==> src/rtl/video_timing_pkg.sv <==
// Shared types for the HD/VD timing generator and receiver.
package video_timing_pkg;

  localparam int unsigned H_W_DEF = 16;
  localparam int unsigned V_W_DEF = 13;

  typedef enum logic [1:0] {
    IDLE,
    TRACK,
    LOCKED
  } vt_state_t;

  // Measurement triple at default widths.
  typedef struct packed {
    logic [H_W_DEF-1:0] h_total;
    logic [H_W_DEF-1:0] h_active;
    logic [V_W_DEF-1:0] v_active;
  } meas_t;

endpackage

==> src/rtl/video_edge_det.sv <==
// Registered level sample plus previous sample, with rise/fall decode.
module video_edge_det #(
  parameter logic RST_VAL = 1'b1
) (
  input  logic clk,
  input  logic rst,
  input  logic din,
  output logic q,
  output logic p,
  output logic rise,
  output logic fall
);

  always_ff @(posedge clk or posedge rst) begin
    if (rst) begin
      q <= RST_VAL;
      p <= RST_VAL;
    end else begin
      q <= din;
      p <= q;
    end
  end

  assign rise = q & ~p;
  assign fall = ~q & p;

endmodule

==> src/rtl/video_timing_rx.sv <==
// Recovers active-pixel coordinates from level HD/VD, measures line/frame
// sizes and declares lock after LOCK_FRAMES identical frames.
module video_timing_rx
  import video_timing_pkg::*;
#(
  parameter int unsigned H_W         = H_W_DEF,
  parameter int unsigned V_W         = V_W_DEF,
  parameter int unsigned LOCK_FRAMES = 2
) (
  input  logic           clk,
  input  logic           rst,
  input  logic           hd,
  input  logic           vd,
  output logic           active,
  output logic [H_W-1:0] x,
  output logic [V_W-1:0] y,
  output logic           sol,
  output logic           sof,
  output logic [H_W-1:0] h_total,
  output logic [H_W-1:0] h_active,
  output logic [V_W-1:0] v_active,
  output logic           frame_done,
  output logic           locked,
  output logic           err
);

  typedef struct packed {
    logic [H_W-1:0] h_total;
    logic [H_W-1:0] h_active;
    logic [V_W-1:0] v_active;
  } triple_t;

  localparam logic [3:0] LOCK_N = 4'(LOCK_FRAMES);

  logic hd_q, hd_p, hd_rise, hd_fall;
  logic vd_q, vd_p, vd_rise, vd_fall;

  video_edge_det #(.RST_VAL(1'b1)) u_hd (
    .clk(clk), .rst(rst), .din(hd), .q(hd_q), .p(hd_p), .rise(hd_rise), .fall(hd_fall)
  );

  video_edge_det #(.RST_VAL(1'b1)) u_vd (
    .clk(clk), .rst(rst), .din(vd), .q(vd_q), .p(vd_p), .rise(vd_rise), .fall(vd_fall)
  );

  vt_state_t      state, state_nxt;
  logic [3:0]     match_cnt, match_nxt;
  logic [H_W-1:0] hcnt, hcnt_nxt, x_nxt, cur_tot, cur_act;
  logic [V_W-1:0] lines_nxt;
  logic           h_valid, a_valid, have_tot, have_act, frame_bad, sat_flag;
  triple_t        ref_m, new_m;
  logic           track_en, pix_on, run_start, line_inc, tot_take, act_take;
  logic           sat_h, sat_x, sat_l, sat_any, sat_new;
  logic           frame_end, bad_all, mismatch, store_en, mis_err;

  // vd_rise counts as tracking so a pixel coincident with frame start is not lost.
  always_comb begin
    pix_on    = hd_q & vd_q;
    track_en  = (state != IDLE) | vd_rise;
    run_start = pix_on & ~(hd_p & vd_p);
    line_inc  = hd_fall & (vd_q | vd_p) & ~vd_rise;
    tot_take  = hd_rise & h_valid & vd_q & track_en & ~vd_rise;
    act_take  = hd_fall & a_valid & (vd_q | vd_p) & track_en & ~vd_rise;

    sat_h    = ~hd_rise & (hcnt == '1);
    hcnt_nxt = hcnt;
    if (hd_rise)     hcnt_nxt = H_W'(1);
    else if (!sat_h) hcnt_nxt = hcnt + 1'b1;

    sat_x = pix_on & ~run_start & (x == '1);
    x_nxt = x;
    if (pix_on) begin
      if (run_start)   x_nxt = '0;
      else if (!sat_x) x_nxt = x + 1'b1;
    end

    sat_l     = line_inc & (y == '1);
    lines_nxt = y;
    if (vd_rise)                 lines_nxt = '0;
    else if (line_inc && !sat_l) lines_nxt = y + 1'b1;

    sat_any = sat_h | sat_x | sat_l;
    sat_new = sat_any & ~sat_flag & track_en;

    // A final line ending together with vd_fall contributes its sample here.
    frame_end        = vd_fall & (state != IDLE);
    new_m.h_total    = cur_tot;
    new_m.h_active   = have_act ? cur_act : hcnt;
    new_m.v_active   = lines_nxt;
    bad_all  = frame_bad | sat_flag | sat_any | ~have_tot | ~(have_act | act_take)
             | (act_take & have_act & (hcnt != cur_act));
    mismatch = bad_all | (new_m != ref_m);
  end

  always_comb begin
    state_nxt = state;
    match_nxt = match_cnt;
    store_en  = 1'b0;
    mis_err   = 1'b0;
    case (state)
      IDLE: if (vd_rise) state_nxt = TRACK;
      TRACK, LOCKED: begin
        if (frame_end) begin
          if (!mismatch) begin
            match_nxt = (match_cnt >= LOCK_N) ? LOCK_N : match_cnt + 1'b1;
          end else begin
            match_nxt = 4'd1;
            store_en  = 1'b1;
          end
          if (state == TRACK) begin
            if (match_nxt == LOCK_N) state_nxt = LOCKED;
          end else if (mismatch) begin
            state_nxt = TRACK;
            mis_err   = 1'b1;
          end
        end
      end
      default: state_nxt = IDLE;
    endcase
  end

  always_ff @(posedge clk or posedge rst) begin
    if (rst) begin
      state     <= IDLE;
      match_cnt <= '0;
      locked    <= 1'b0;
    end else begin
      state     <= state_nxt;
      match_cnt <= match_nxt;
      locked    <= (state_nxt == LOCKED);
    end
  end

  always_ff @(posedge clk or posedge rst) begin
    if (rst) begin
      hcnt       <= '0;
      x          <= '0;
      y          <= '0;
      active     <= 1'b0;
      sol        <= 1'b0;
      sof        <= 1'b0;
      frame_done <= 1'b0;
      err        <= 1'b0;
      h_total    <= '0;
      h_active   <= '0;
      v_active   <= '0;
      ref_m      <= '0;
      cur_tot    <= '0;
      cur_act    <= '0;
      h_valid    <= 1'b0;
      a_valid    <= 1'b0;
      have_tot   <= 1'b0;
      have_act   <= 1'b0;
      frame_bad  <= 1'b0;
      sat_flag   <= 1'b0;
    end else begin
      hcnt       <= hcnt_nxt;
      x          <= x_nxt;
      y          <= lines_nxt;
      active     <= track_en & pix_on;
      sol        <= track_en & run_start;
      sof        <= track_en & run_start & (lines_nxt == '0);
      frame_done <= frame_end;
      err        <= sat_new | mis_err;
      sat_flag   <= (sat_flag & ~vd_rise) | (sat_any & track_en);
      if (frame_end) begin
        h_total  <= new_m.h_total;
        h_active <= new_m.h_active;
        v_active <= new_m.v_active;
      end
      if (store_en) ref_m <= new_m;
      // The first hd_rise of a frame only arms h_total; its count spans unknown history.
      if (vd_rise)      h_valid <= hd_rise;
      else if (hd_rise) h_valid <= 1'b1;
      if (hd_rise) a_valid <= 1'b1;
      if (vd_rise) begin
        have_tot  <= 1'b0;
        have_act  <= 1'b0;
        frame_bad <= 1'b0;
      end else begin
        if (tot_take) begin
          if (!have_tot) begin
            cur_tot  <= hcnt;
            have_tot <= 1'b1;
          end else if (hcnt != cur_tot) begin
            frame_bad <= 1'b1;
          end
        end
        if (act_take) begin
          if (!have_act) begin
            cur_act  <= hcnt;
            have_act <= 1'b1;
          end else if (hcnt != cur_act) begin
            frame_bad <= 1'b1;
          end
        end
      end
    end
  end

endmodule

==> config.mk <==
export PLATFORM = sky130hd
export DESIGN_NAME = video_timing_rx
export DESIGN_NICKNAME = d
export VERILOG_FILES = /design/src/rtl/video_timing_pkg.sv /design/src/rtl/video_edge_det.sv /design/src/rtl/video_timing_rx.sv
export SDC_FILE = /design/constraint.sdc
export NUM_CORES = 1
export LEC_CHECK = 0
export ABC_AREA = 1
export CORE_ASPECT_RATIO = 0.8
export CORE_UTILIZATION = 28
export CTS_CLUSTER_DIAMETER = 200
export CTS_CLUSTER_SIZE = 28
export DETAILED_ROUTE_END_ITERATION = 8
export PLACE_DENSITY = 0.56
export SLEW_MARGIN = 30
export SYNTH_ARGS = -nofsm -noshare
export SYNTH_HDL_FRONTEND = slang
export SYNTH_HIERARCHICAL = 1
export SYNTH_SLANG_ARGS = --single-unit
==> constraint.sdc <==
create_clock -name clk -period 12.51 [get_ports clk]
set_input_delay 1.8765 -clock clk [delete_from_list [all_inputs] [get_ports clk]]
set_output_delay 1.8765 -clock clk [all_outputs]
set_load 0.005 [all_outputs]
==> flow_metrics.py, run 1 <==
metrics = {
    "run_status": {
        "status": "finished clean",
    },
    "logic_synthesis": {
        "netlist_instances": 1211,
        "synth_edf_count": 0,
        "syn_avg_cell_area_um2": 7.96,
        "synth-compound-area-share_pct": 10.8,
        "ys_seq_area_share_pct": 49.1,
        "muxShareOfSynthArea_pct": 0,
        "ys_seq_elements": 189,
        "async_reset_ff_share_pct": 100,
        "synthSimpleGateAreaFrac_pct": 27.4,
        "synthesis.nets": 1223,
        "synth-main-ff-cell": "dfrtp_1",
        "yosys_warnings": 6,
        "ys_types": 42,
        "synth_top_family_by_area": "simple AND/OR/NAND/NOR gates",
        "synth_top_area_share_pct": 48.0,
        "synth_adder_area_share_pct": 1.04,
        "synth-xor-area-share_pct": 3.09,
        "synthTopCellsByArea": "dfrtp_1, nand2_1, inv_1",
        "mappedNetlistArea_um2": 9640,
        "yosysTopAreaCell": "dfrtp_1",
    },
    "power_and_ir_drop": {
        "p_int_w": 0.00124,
        "p_sw_share_pct": 35.0,
        "p_leak_nw": 5.15,
        "power_frac_clock_pct": 29.1,
        "seqPwrFrac_pct": 43.6,
        "ir_worst_vdd_mv": 0.0887,
        "power_frac_comb_pct": 27.3,
        "p_sw_w": 0.000666,
        "power_density_nw_per_um2": 167,
        "total_power_w": 0.00190,
    },
    "detailed_routing": {
        "drc_errors": 0,
        "viasPerCell": 4.55,
        "wire_per_inst_um": 14.2,
        "drtIter0Drc": 581,
        "antenna_left": 0,
        "drt-pass1-iter-count": 5,
        "drt_wl_total_mm": 24.4,
        "vias": 7818,
    },
    "floorplanning": {
        "io_pins": 84,
        "start_util_pct": 28.5,
        "die-area_um2": 35200,
        "num_rows": 60,
        "die_x_um": 209,
        "fp.dieH_um": 168,
        "core_area_um2": 33800,
    },
    "worst_setup_path": {
        "setup.worst_path.end": "ref_m[25]$_DFFE_PP0P_",
        "end_kind": "register",
        "worstPathRequired_ps": 12810,
        "path_max_fanout": 67,
        "cp.depth": 17,
        "cpPeakStageDelay_ps": 650,
        "crit_type": "reg -> reg",
        "crit_family": "simple AND/OR/NAND/NOR gates",
        "r2r_setup_slack_ps": 8500,
        "crit_buf_inv": 3,
        "crit_path_start_kind": "register",
        "reg2reg_from": "u_vd/q$_DFF_PP1_",
        "worstPathArrival_ps": 4300,
        "r2r_end": "ref_m[25]$_DFFE_PP0P_",
        "worst-r2r-cell-count": 17,
        "startpoint": "u_vd/q$_DFF_PP1_",
        "crit_chain": "inv_1 > nor2_1 > inv_4 > nand2_2 > nor2_8 > nand3_1 > nor2_1 > nand2_1 > nand2_1 > nor2_1 > nand3_1 > nor2_2 > nand2_2 > nand2_4 > inv_2 > nand2_1 > o21ai_1",
        "crit_slowest_cell": "nand2_4",
    },
    "layout": {
        "fin_nets": 1284,
        "area_growth_syn_to_layout_pct": 18.3,
        "drive_gt1_share_pct": 8.64,
        "antenna_cells": 0,
        "nFillCells": 3535,
        "fin_area_um2": 11400,
    },
    "global_routing": {
        "grt.overflow.total": 0,
        "grt_max_degree": 129,
        "antenna_found_initial": 0,
        "grt_pass1_vias": 7350,
        "grt_use_total_pct": 14.4,
        "grt_pass1_wl_mm": 40.5,
    },
    "clocking": {
        "cts.sinks": 189,
        "tritoncts": "done",
        "cts_hold_buffers": 0,
        "cts_resized": 0,
        "clock_path_buffers": 2,
        "clk_pin_slew_ps": 70,
        "cts_inserted_buffers": 17,
        "cts_htree_levels": 4,
        "cts_setup_buffers": 0,
        "clk_latency_ps": 440,
        "root_buffer": "clkbuf_16",
    },
    "timing": {
        "fin_skew_ps": 14.1,
        "slew_headroom_pct": 41.6,
        "hold_violations": 0,
        "rsz0062_at_grt": "no",
        "period_share_pct": 32.0,
        "worstMarginPinSlew_ps": 875,
        "fmax_mhz": 250,
        "setup_viol": 0,
        "setup_slack_ps": 8500,
        "maxSlewViolCount": 0,
        "finalSetupTns_ps": 0,
        "fin_crit_ps": 4010,
        "holdWs_ps": 392,
    },
    "place": {
        "io_buffer_count": 83,
        "pre_cts_ws_ps": 8430,
        "placed_cell_area_um2": 10800,
        "hpwl_mm": 17.4,
        "gp_congestion": 0.827,
    },
    "worst_hold_path": {
        "hp-class": "reg -> reg",
    },
    "run": {
        "cap_violations": 0,
    },
}
synthesized netlist by cell type (8+ instances only):
library cell    n
a21oi_1        19
a31oi_1        29
buf_2          14
clkbuf_1       21
dfrtp_1       185
ha_1            8
inv_1         143
inv_2           8
nand2_1       337
nand2_2        14
nand3_1        51
nand3_2        14
nand4_1        27
nor2_1        107
nor3_1         27
o21ai_0        82
o21ai_1        26
o21ai_2        18
xnor2_1        27
stage by stage:
step,util (%),std cells
finish,33.7,1719
global route,33.7,1719
CTS,33.7,1719
detailed placement,32.0,1687
global placement,32.0,1687
floorplan,-,1211
cell usage in the layout (no fill, tap or decap), types with 2 or more instances in the layout:
cell,synthesis,layout
inv_2,8,8
o21ai_1,26,26
inv_6,0,2
clkinvlp_4,0,2
inv_4,3,3
inv_8,0,5
dfstp_2,4,4
buf_4,0,3
nor3_1,27,27
clkinv_4,0,4
nand2_2,14,15
inv_1,143,142
or2_2,2,2
nand3b_1,3,3
nand2_1,337,336
nor2_4,4,4
a31oi_1,29,29
o21ai_0,82,82
nor4_1,4,4
clkinv_1,2,2
nand4_1,27,27
clkbuf_16,0,17
clkdlybuf4s50_1,0,83
xor2_1,7,7
nand3_1,51,51
o21ai_2,18,18
dfrtp_1,185,185
nand3_2,14,14
nor2_1,107,107
ha_1,8,8
a211oi_1,3,3
xnor2_1,27,27
nor2_2,4,4
a21oi_1,19,19
routing by layer:
metal | global-route usage, % | share of wire, % | vias up
li1 | - | - | 4018
met1 | 22.6 | 54 | 3637
met2 | 20.3 | 41 | 146
met3 | 2.24 | 3.3 | 17
met4 | 3.42 | 0.96 | 0
met5 | 0 | 0 | -
cell type report:
| type | instances | area, µm² | share of cell area, % |
|---|---|---|---|
| clock inverter | 14 | 154 | 1.35 |
| sequential | 189 | 4730 | 41.5 |
| multi-input combinational | 821 | 4070 | 35.7 |
| timing repair buffer | 86 | 853 | 7.49 |
| clock buffer | 18 | 429 | 3.77 |
| inverter | 157 | 611 | 5.36 |
| tap | 434 | 543 | 4.76 |
how the worst min path moves through the flow:
stage	start	to	slack [ps]	cells after the start
floorplan	u_hd/q$_DFF_PP1_	u_hd/p$_DFF_PP1_	370	0
global placement	u_hd/q$_DFF_PP1_	u_hd/p$_DFF_PP1_	380	0
detailed placement	u_hd/q$_DFF_PP1_	u_hd/p$_DFF_PP1_	380	0
CTS	u_hd/q$_DFF_PP1_	u_hd/p$_DFF_PP1_	390	0
global route	u_hd/q$_DFF_PP1_	u_hd/p$_DFF_PP1_	400	0
finish	u_hd/q$_DFF_PP1_	u_hd/p$_DFF_PP1_	390	0
sequential cells by signal, summed over array words and instances, names as in the netlist, 2 cells and up:
register and flops:
y 13, cur_tot 16, ref_m 45, h_active 16
x 16, v_active 13, hcnt 16, match_cnt 4
h_total 16, cur_act 16, state 2
power by group through the flow:
| stage | logic (W) | clock network [W] | registers, W |
|---|---|---|---|
| 6_report | 0.000520 | 0.000554 | 0.000830 |
| 5_1_grt | 0.000591 | 0.000592 | 0.000849 |
| 4_1_cts | 0.000528 | 0.000565 | 0.000831 |
| 3_5_place_dp | 0.000526 | 0 | 0.000842 |
| 3_3_place_gp | 0.000519 | 0 | 0.000839 |
| 2_1_floorplan | 0.000351 | 0 | 0.000814 |
cells by family (layout without fill, tap and decap cells):
| group | Yosys count | after routing |
|---|---|---|
| buf+inv | 201 | 275 |
| fa+ha+maj | 8 | 8 |
| compound gates | 182 | 182 |
| xor+xnor | 34 | 34 |
| simple gates | 597 | 597 |
| flops | 189 | 189 |
No activity file was read; power rests on OpenSTA's default activity.
==> run 2, diff against run 1 <==
- clock period: 12.51 -> 3.7 ns (I/O delays scaled with it)
==> run 2 against run 1 <==
Non-clock buffer count grew 10; combinational power increased to 3.4 times the previous value; via count is 0.56% higher; register-to-register slack worse by 8100 ps; design area up 1.2%; sequential power grew to 3.4 times the previous value; highest routed layer is now met5.
==> flow_metrics.py, run 2 (synthesis gave the netlist of run 1 again) <==
metrics = {
    "detailed_routing": {
        "drt-pass1-iter-count": 7,
        "viasPerCell": 4.55,
        "antenna_left": 0,
        "drt_wl_total_mm": 24.5,
        "drc_errors": 0,
        "drtIter0Drc": 485,
        "wire_per_inst_um": 14.2,
        "vias": 7862,
    },
    "clocking": {
        "cts_hold_buffers": 0,
        "root_buffer": "clkbuf_16",
        "clk_latency_ps": 440,
        "cts_setup_buffers": 0,
        "cts_htree_levels": 4,
        "cts_resized": 0,
        "cts_inserted_buffers": 17,
        "clock_path_buffers": 2,
        "clk_pin_slew_ps": 70,
        "cts.sinks": 189,
        "tritoncts": "done",
    },
    "worst_hold_path": {
        "holdPathStages": 0,
        "hold_path_end": "u_hd/p$_DFF_PP1_",
        "hp-class": "reg -> reg",
        "min-delay-start": "u_hd/q$_DFF_PP1_",
    },
    "floorplanning": {
        "start_util_pct": 28.5,
        "core_area_um2": 33800,
        "die_x_um": 209,
        "fp.dieH_um": 168,
        "num_rows": 60,
        "die-area_um2": 35200,
        "io_pins": 84,
    },
    "global_routing": {
        "antenna_found_initial": 1,
        "grt_pass1_vias": 7485,
        "grt_use_total_pct": 14.6,
        "grt_max_degree": 92,
        "grt.overflow.total": 0,
        "grt_pass1_wl_mm": 40.8,
    },
    "place": {
        "hpwl_mm": 18.0,
        "gp_congestion": 0.804,
        "io_buffer_count": 83,
        "pre_cts_ws_ps": 389,
    },
    "timing": {
        "fin_skew_ps": 23.6,
        "setup_slack_ps": 419,
        "fmax_mhz": 305,
        "setup_viol": 0,
        "holdWs_ps": 402,
        "finalSetupTns_ps": 0,
        "hold_violations": 0,
        "slew_headroom_pct": 65.4,
        "fin_crit_ps": 3280,
        "rsz0062_at_grt": "no",
        "maxSlewViolCount": 0,
        "worstMarginPinSlew_ps": 518,
        "period_share_pct": 88.7,
    },
    "worst_setup_path": {
        "cp_common_cell": "nor2_1",
        "crit_buf_inv": 4,
        "path_max_fanout": 27,
        "end_kind": "register",
        "crit_type": "reg -> reg",
        "crit_chain": "inv_1 > nor2_1 > nor2_1 > inv_1 > nand3_1 > buf_4 > nand2_1 > nand2_1 > nor2_1 > nand4_1 > nor2_1 > nand3_1 > nor2_2 > nand2_2 > nand2_4 > inv_2 > nand2_1 > o21ai_1",
        "crit_family": "simple AND/OR/NAND/NOR gates",
        "worstPathArrival_ps": 3590,
        "worst-r2r-cell-count": 18,
        "r2r_end": "ref_m[23]$_DFFE_PP0P_",
        "worstPathRequired_ps": 4010,
        "cpPeakStageDelay_ps": 590,
        "crit_slowest_cell": "dfstp_2",
        "r2r_setup_slack_ps": 420,
        "crit_path_start_kind": "register",
        "reg2reg_from": "u_vd/q$_DFF_PP1_",
    },
    "power_and_ir_drop": {
        "p_leak_nw": 5.22,
        "total_power_w": 0.00647,
        "power_density_nw_per_um2": 561,
        "p_sw_w": 0.00217,
        "p_int_w": 0.00430,
        "seqPwrFrac_pct": 43.3,
        "ir_worst_vdd_mv": 0.360,
        "power_frac_clock_pct": 29.3,
        "p_sw_share_pct": 33.5,
        "power_frac_comb_pct": 27.4,
    },
    "layout": {
        "drive_gt1_share_pct": 9.34,
        "antenna_cells": 0,
        "largest_register": "ref_m",
        "nFillCells": 3567,
        "final_cell_mix": "nand2_1, dfrtp_1, inv_1",
        "largest_reg_flops": 45,
        "fin_nets": 1294,
        "layout_commonest_cell": "nand2_1",
        "utilization_pct": 34.1,
        "area_growth_syn_to_layout_pct": 19.7,
    },
    "run_status": {
        "status": "finished clean",
    },
    "run": {
        "cap_violations": 0,
    },
}
[run 2: per-stage QoR]
| step | cell area [µm²] | instances |
|---|---|---|
| after floorplan | 9640 | 1211 |
| after global placement | 10900 | 1697 |
| after detailed placement | 10900 | 1697 |
| after CTS | 11500 | 1729 |
| after global routing | 11500 | 1729 |
| final | 11500 | 1729 |
[run 2: cell type report]
class                           count  area, µm²  area share [%]
Timing Repair Buffer               96        978            8.49
Multi-Input combinational cell    821       4070            35.3
Tap cell                          434        543            4.71
Clock buffer                       21        470            4.08
Clock inverter                     11        129            1.12
Inverter                          157        602            5.22
Sequential cell                   189       4730            41.1
[run 2: how the worst max path moves through the flow]
stage	startpoint	slack, ps	end	cells after the start
global placement	u_vd/q$_DFF_PP1_	530	ref_m[17]$_DFFE_PP0P_	18
global route	u_vd/q$_DFF_PP1_	50	ref_m[16]$_DFFE_PP0P_	18
floorplan	rst	770	a_valid$_DFFE_PP0P_	1
detailed placement	u_vd/q$_DFF_PP1_	390	ref_m[15]$_DFFE_PP0P_	18
finish	u_vd/q$_DFF_PP1_	420	ref_m[23]$_DFFE_PP0P_	18
CTS	u_vd/q$_DFF_PP1_	380	ref_m[23]$_DFFE_PP0P_	18
[run 2: worst reg2reg max path, cell delays in order (launching register included)]
cell and delay, ps:
dfstp_2 590, inv_1 50, nor2_1 400, nor2_1 200, inv_1 130, nand3_1 110
buf_4 190, nand2_1 60, nand2_1 50, nor2_1 100, nand4_1 100, nor2_1 140
nand3_1 100, nor2_2 100, nand2_2 90, nand2_4 270, inv_2 280, nand2_1 140
o21ai_1 70
[run 2: power groups by stage]
| stage | Clock, W | Combinational, W | Sequential (W) |
|---|---|---|---|
| floorplan | 0 | 0.00119 | 0.00275 |
| global placement | 0 | 0.00178 | 0.00284 |
| detailed placement | 0 | 0.00180 | 0.00285 |
| CTS | 0.00195 | 0.00181 | 0.00281 |
| global route | 0.00203 | 0.00204 | 0.00287 |
| finish | 0.00190 | 0.00177 | 0.00280 |
[run 2: routing by layer]
metal	global-route usage, %	routed length (µm)	up-vias
met4	3.32	196	2
met1	21.9	12900	3669
li1	-	-	4040
met3	3.25	1000	12
met2	21.2	10400	139
met5	0	14	-
==> run 3, diff against run 2 <==
- GPL_ROUTABILITY_DRIVEN: unset -> 0
==> results of run 3 <==
No change in the layout: final DEF, timing and power equal those of run 2.
